<file path="src/rtl/life_pkg.sv">
// Shared Game-of-Life grid geometry, bank type and scheduler state encoding.
package life_pkg;

  localparam int GRID_SIZE  = 20;
  localparam int CELL_IDX_W = 5;
  localparam int CELL_CNT   = GRID_SIZE * GRID_SIZE;

  // Bit r*GRID_SIZE+c of the flattened vector is cell (r,c).
  typedef logic [GRID_SIZE-1:0][GRID_SIZE-1:0] grid_t;

  typedef enum logic [1:0] {
    IDLE    = 2'd0,
    COMPUTE = 2'd1,
    SWAP    = 2'd2
  } sched_state_t;

endpackage

</file>
<file path="src/rtl/life_cell_rule.sv">
// Conway rule for one cell: born on exactly 3 neighbours, survives on 2 or 3.
module life_cell_rule (
  input  logic       alive,
  input  logic [7:0] nbrs,
  output logic       next_alive
);

  logic [3:0] n_count;

  // Neighbour population count, 0..8
  always_comb begin
    n_count = 4'd0;
    for (int i = 0; i < 8; i++) begin
      n_count = n_count + {3'd0, nbrs[i]};
    end
  end

  assign next_alive = (n_count == 4'd3) | (alive & (n_count == 4'd2));

endmodule

</file>
<file path="src/rtl/life_gen_scheduler.sv">
// Double-buffered Life grid, one generation per vblank trigger, one cell per clock.
// LIFE_WRAP_EDGES_EN selects a toroidal grid; otherwise off-grid neighbours are dead.
module life_gen_scheduler
  import life_pkg::*;
#(
  parameter int FRAMES_PER_GEN = 30
) (
  input  logic                  i_clk,
  input  logic                  i_rst_n,
  input  logic                  i_vblank_n,
  input  logic                  i_run,
  input  logic                  i_step,
  input  logic                  i_load,
  input  logic [CELL_CNT-1:0]   i_seed,
  input  logic [CELL_IDX_W-1:0] i_rd_row,
  input  logic [CELL_IDX_W-1:0] i_rd_col,
  output logic                  o_rd_cell,
  output logic                  o_busy,
  output logic                  o_swap,
  output logic [15:0]           o_gen_count
);

  localparam logic [CELL_IDX_W-1:0] LAST_IDX  = CELL_IDX_W'(GRID_SIZE - 1);
  localparam logic [15:0]           FRAME_TOP = 16'(FRAMES_PER_GEN - 1);

  sched_state_t          state, state_nx;
  grid_t                 bank0, bank1, front;
  logic                  front_sel, vb_q, step_pend;
  logic [15:0]           frame_cnt, gen_count;
  logic [CELL_IDX_W-1:0] row, col;
  logic [CELL_IDX_W-1:0] row_up, row_dn, col_lf, col_rt;
  logic                  up_ok, dn_ok, lf_ok, rt_ok;
  logic                  vb_fall, frame_hit, start, last_cell;
  logic [7:0]            nbrs;
  logic                  next_alive;

  assign front     = front_sel ? bank1 : bank0;
  assign vb_fall   = vb_q & ~i_vblank_n;
  assign frame_hit = i_run & (frame_cnt == FRAME_TOP);
  assign start     = (state == IDLE) & vb_fall & ~i_load & (frame_hit | step_pend);
  assign last_cell = (row == LAST_IDX) & (col == LAST_IDX);

  assign row_up = (row == '0)       ? LAST_IDX : row - 5'd1;
  assign row_dn = (row == LAST_IDX) ? 5'd0     : row + 5'd1;
  assign col_lf = (col == '0)       ? LAST_IDX : col - 5'd1;
  assign col_rt = (col == LAST_IDX) ? 5'd0     : col + 5'd1;

`ifdef LIFE_WRAP_EDGES_EN
  assign up_ok = 1'b1;
  assign dn_ok = 1'b1;
  assign lf_ok = 1'b1;
  assign rt_ok = 1'b1;
`else
  // Wrapped indices are still computed; the masks kill them at the border.
  assign up_ok = (row != '0);
  assign dn_ok = (row != LAST_IDX);
  assign lf_ok = (col != '0);
  assign rt_ok = (col != LAST_IDX);
`endif

  assign nbrs = {front[row_up][col_lf] & up_ok & lf_ok,
                 front[row_up][col]    & up_ok,
                 front[row_up][col_rt] & up_ok & rt_ok,
                 front[row][col_lf]    & lf_ok,
                 front[row][col_rt]    & rt_ok,
                 front[row_dn][col_lf] & dn_ok & lf_ok,
                 front[row_dn][col]    & dn_ok,
                 front[row_dn][col_rt] & dn_ok & rt_ok};

  life_cell_rule u_rule (
    .alive      (front[row][col]),
    .nbrs       (nbrs),
    .next_alive (next_alive)
  );

  // Scheduler state register
  always_ff @(posedge i_clk) begin
    if (!i_rst_n) begin
      state <= IDLE;
    end else begin
      state <= state_nx;
    end
  end

  // Next-state decode; a load always returns to IDLE
  always_comb begin
    state_nx = state;
    case (state)
      IDLE: begin
        if (start) state_nx = COMPUTE;
        else       state_nx = IDLE;
      end
      COMPUTE: begin
        if (i_load)         state_nx = IDLE;
        else if (last_cell) state_nx = SWAP;
        else                state_nx = COMPUTE;
      end
      SWAP:    state_nx = IDLE;
      default: state_nx = IDLE;
    endcase
  end

  // Grid banks, scan counters, frame pacing and generation count
  always_ff @(posedge i_clk) begin
    if (!i_rst_n) begin
      bank0     <= '0;
      bank1     <= '0;
      front_sel <= 1'b0;
      vb_q      <= 1'b0;
      step_pend <= 1'b0;
      frame_cnt <= 16'd0;
      gen_count <= 16'd0;
      row       <= '0;
      col       <= '0;
    end else begin
      vb_q      <= i_vblank_n;
      step_pend <= i_step | (step_pend & ~start);
      if (i_load) begin
        if (front_sel) bank1 <= grid_t'(i_seed);
        else           bank0 <= grid_t'(i_seed);
        gen_count <= 16'd0;
        frame_cnt <= 16'd0;
        row       <= '0;
        col       <= '0;
      end else begin
        case (state)
          IDLE: begin
            row <= '0;
            col <= '0;
            if (vb_fall && i_run) begin
              frame_cnt <= frame_hit ? 16'd0 : frame_cnt + 16'd1;
            end
          end
          COMPUTE: begin
            if (front_sel) bank0[row][col] <= next_alive;
            else           bank1[row][col] <= next_alive;
            if (col == LAST_IDX) begin
              col <= '0;
              row <= row + 5'd1;
            end else begin
              col <= col + 5'd1;
            end
          end
          SWAP: begin
            front_sel <= ~front_sel;
            gen_count <= gen_count + 16'd1;
            row       <= '0;
            col       <= '0;
          end
          default: begin
            row <= '0;
            col <= '0;
          end
        endcase
      end
    end
  end

  assign o_busy      = (state == COMPUTE);
  assign o_swap      = (state == SWAP);
  assign o_gen_count = gen_count;
  assign o_rd_cell   = ((i_rd_row <= LAST_IDX) && (i_rd_col <= LAST_IDX)) ?
                       front[i_rd_row][i_rd_col] : 1'b0;

endmodule
</file>
<file path="config.mk">
export PLATFORM = sky130hd
export DESIGN_NAME = life_gen_scheduler
export DESIGN_NICKNAME = d
export VERILOG_FILES = /design/src/rtl/life_pkg.sv /design/src/rtl/life_cell_rule.sv /design/src/rtl/life_gen_scheduler.sv
export SDC_FILE = /design/constraint.sdc
export NUM_CORES = 2
export LEC_CHECK = 0
export CAP_MARGIN = 15
export CORE_ASPECT_RATIO = 0.9
export CORE_MARGIN = 2
export CORE_UTILIZATION = 35
export DETAILED_ROUTE_END_ITERATION = 16
export PLACE_DENSITY = 0.62
export SYNTH_ARGS = -nofsm -noshare
export SYNTH_HDL_FRONTEND = slang
export SYNTH_SLANG_ARGS = --single-unit
</file>
<file path="constraint.sdc">
create_clock -name i_clk -period 10.35 [get_ports i_clk]
set_clock_uncertainty 0.05 [all_clocks]
set_input_delay 1.035 -clock i_clk [delete_from_list [all_inputs] [get_ports i_clk]]
set_output_delay 1.035 -clock i_clk [all_outputs]
set_load 0.05 [all_outputs]
</file>
==> impl_metrics.tcl <==
set metrics [dict create \
    p_total_mw 9.05 \
    antenna_found_initial 50 \
    yosysUniqueCellTypes 98 \
    viasPerCell 7.25 \
    dpl_cell_area_um2 70500 \
    ir_drop_mv 0.154 \
    cp_num_buf_inv 6 \
    cts_sinks 847 \
    firstDrtPassIters 8 \
    whs_ns 0.421 \
    initial_core_util_pct 35.2 \
    wl_um 408000 \
    cp.required_ns 11.03 \
    power.density_nw_per_um2 122 \
    overflow 0 \
    synth_ff_type "dfxtp_1" \
    rrSetupSlack_ns 0.33 \
    grt_usage_pct 42.4 \
    cts.hold.buffers_added 0 \
    slowest_delay_ns 0.84 \
    yosysTopAreaCell "dfxtp_1" \
    seq_area_um2 17000 \
    final_common_cell "nor2_1" \
    synth_fp_nets 7507 \
    postRouteAntennaNets 0 \
    synth_edf_count 0 \
    critPathMaxFanout 38 \
    endpoint_kind "flip-flop" \
    fill_cells 17672 \
    vias 69418 \
    holdPathStages 1 \
    cts_max_path_buffers 3 \
    worst_pin_slew_ns 1.38 \
    synth-seq-cells 847 \
    htree_num_levels 3 \
    drt_first_iter_violations 12416 \
    portBuffers 434 \
    cp_slowest_cell "a31oi_1" \
    die-area_um2 185000 \
    seq_area_frac_synth_pct 26.6 \
    netlist.area_leader.share_pct 26.6 \
    synthArstFlopShare_pct 0 \
    drive_above_1_share_pct 21.8 \
    crit_path_start_kind "flip-flop" \
    status "complete, no violations" \
    hold_class "reg2reg" \
    fin_util_pct 41.0 \
    fmax_mhz 99.8 \
    io_pins 435 \
    yosys-top-cells-area "dfxtp_1 (27%), mux4_2 (16%), o221a_2 (7.4%)" \
    cts-root-buf "clkbuf_16" \
    path_delay_family "compound AO/OA/AOI/OAI gates" \
    path_class "reg2reg" \
    final_max_slew_viol_count 0 \
    period_minus_slack_ns 10.02 \
    rows 148 \
    rsz0062_at_grt "no" \
    grt_pass1_wl_um 548000 \
    dp_cells 9374 \
    cts_buffers 102 \
    cp_data_arrival_time_ns 10.70 \
    fin_crit_sh_pct 96.8 \
    fin_area_um2 74200 \
    gp_congestion 1.10 \
    nets 7516 \
    routedWlPerCell_um 42.6 \
    final_cells 9579 \
    die_x_um 454 \
    fin_ws_ns 0.332 \
    syn_inst 7071 \
    syn_area_um2 63600 \
    p_leak_nw 25.1 \
    synth.avg_cell_area_um2 9.00 \
    dp_hpwl_um 294000 \
    multi_input_area_um2 43100 \
    clk_pin_slew_worst_paths_ns 0.06 \
    fp.dieH_um 409 \
    yosys_warnings 0 \
    drc_errors 0 \
    tns_ns 0 \
    dp_slack_ns 1.00 \
    clock_latency_ns 0.84 \
    crit_path_frequent_cell "fa_1" \
    cts_tree "yes" \
    slew_headroom_pct 7.70 \
    final_cell_mix "nor2_1 (961), a21oi_1 (915), dfxtp_1 (842)" \
    cts_setup_buffers 0 \
    area_growth_pct 16.5 \
    worst-path-stages 27 \
    ff2ff_path_depth 27 \
    maxCapViolCount 0 \
    post_cts_resized 0 \
    grt_pass1_vias 62983 \
    final-hold-violation-count 0 \
    core-area_um2 181000 \
    setup_viol 0 \
    grt_max_degree 219 \
]
==> layout make-up <==
class / instances / share of cell area (%)
Antenna cell: 17 / 0.0574
Clock buffer: 139 / 3.86
Clock inverter: 47 / 1.01
Inverter: 43 / 0.221
Multi-Input combinational cell: 5345 / 58.1
Sequential cell: 847 / 22.9
Tap cell: 2400 / 4.05
Timing Repair Buffer: 741 / 9.78
==> state kept, by name, indices dropped and copies added, names as in the netlist <==
name         count
state            2
row              5
col              5
o_gen_count     16
bank1          400
front_sel        1
frame_cnt       16
bank0          400
step_pend        1
vb_q             1
==> routing by layer <==
| layer | track usage [%] | vias up | wire [um] |
|---|---|---|---|
| met3 | 15.4 | 1048 | 56300 |
| met2 | 57.5 | 5585 | 162000 |
| met1 | 56.0 | 34965 | 158000 |
| li1 | - | 27782 | - |
| met4 | 27.4 | 38 | 31200 |
| met5 | 0 | - | 305 |
==> worst reg2reg max path: stages, from the launching register on <==
cell and delay, ns:
dfxtp_4 0.63, ha_1 0.60, nand4bb_2 0.35, nand2_2 0.34
buf_4 0.62, o211ai_1 0.30, a31oi_1 0.84, o221ai_1 0.59
o22ai_1 0.64, mux4_2 0.34, o21ai_0 0.07, nor4_1 0.33
ha_1 0.29, inv_1 0.08, fa_1 0.42, fa_1 0.44
inv_1 0.08, fa_1 0.21, inv_1 0.07, fa_1 0.44
a2111oi_0 0.43, a21oi_1 0.19, nor3_2 0.23, buf_12 0.27
o211ai_1 0.28, buf_12 0.27, o21ai_0 0.31, o221a_2 0.23
==> where the power goes <==
group          switching (mW)  total (mW)  internal (mW)  leakage (nW)
registers               0.114        3.48           3.37          6.90
clock network            1.71        3.99           2.29          1.75
logic                   0.958        1.58          0.618          16.5
total                    2.78        9.05           6.27          25.1
==> cells by family after synthesis <==
family	Yosys count	synth area share [%]
AO/OA/AOI/OAI	2694	31.5
XOR/XNOR	35	0.493
adder cells (fa/ha/maj)	20	0.440
buffers and inverters	879	6.07
flip-flops	847	26.6
multiplexers	915	23.5
AND/OR/NAND/NOR	1681	11.4
==> synth_stat cells, drive strengths merged, types with 7 or more instances <==
cell type  instances
a2111oi           17
a211o             13
a211oi            51
a21o               7
a21oi            916
a221oi            17
a22o              19
a22oi             62
a311oi            11
a31oi             41
and2              39
and3              52
buf              245
clkbuf           591
dfxtp            847
ha                16
inv               41
mux2              98
mux2i            364
mux4             453
nand2            321
nand2b            27
nand3             81
nand4             17
nor2             969
nor2b             23
nor3              60
nor4              18
nor4b              9
o211a             11
o211ai            56
o21ai            509
o221a            799
o221ai            26
o22ai             31
o311a              7
o31ai             15
or2               12
or3               21
xnor2             12
xor2              23
==> path summary, 6_finish.rpt <==
kind	endpoint	start
max	bank1[196]	row[1]
min	state[0]	state[1]
max reg2reg	bank1[196]	row[1]
min reg2reg	state[0]	state[1]
Note: power is estimated with default switching activity, not from simulation.
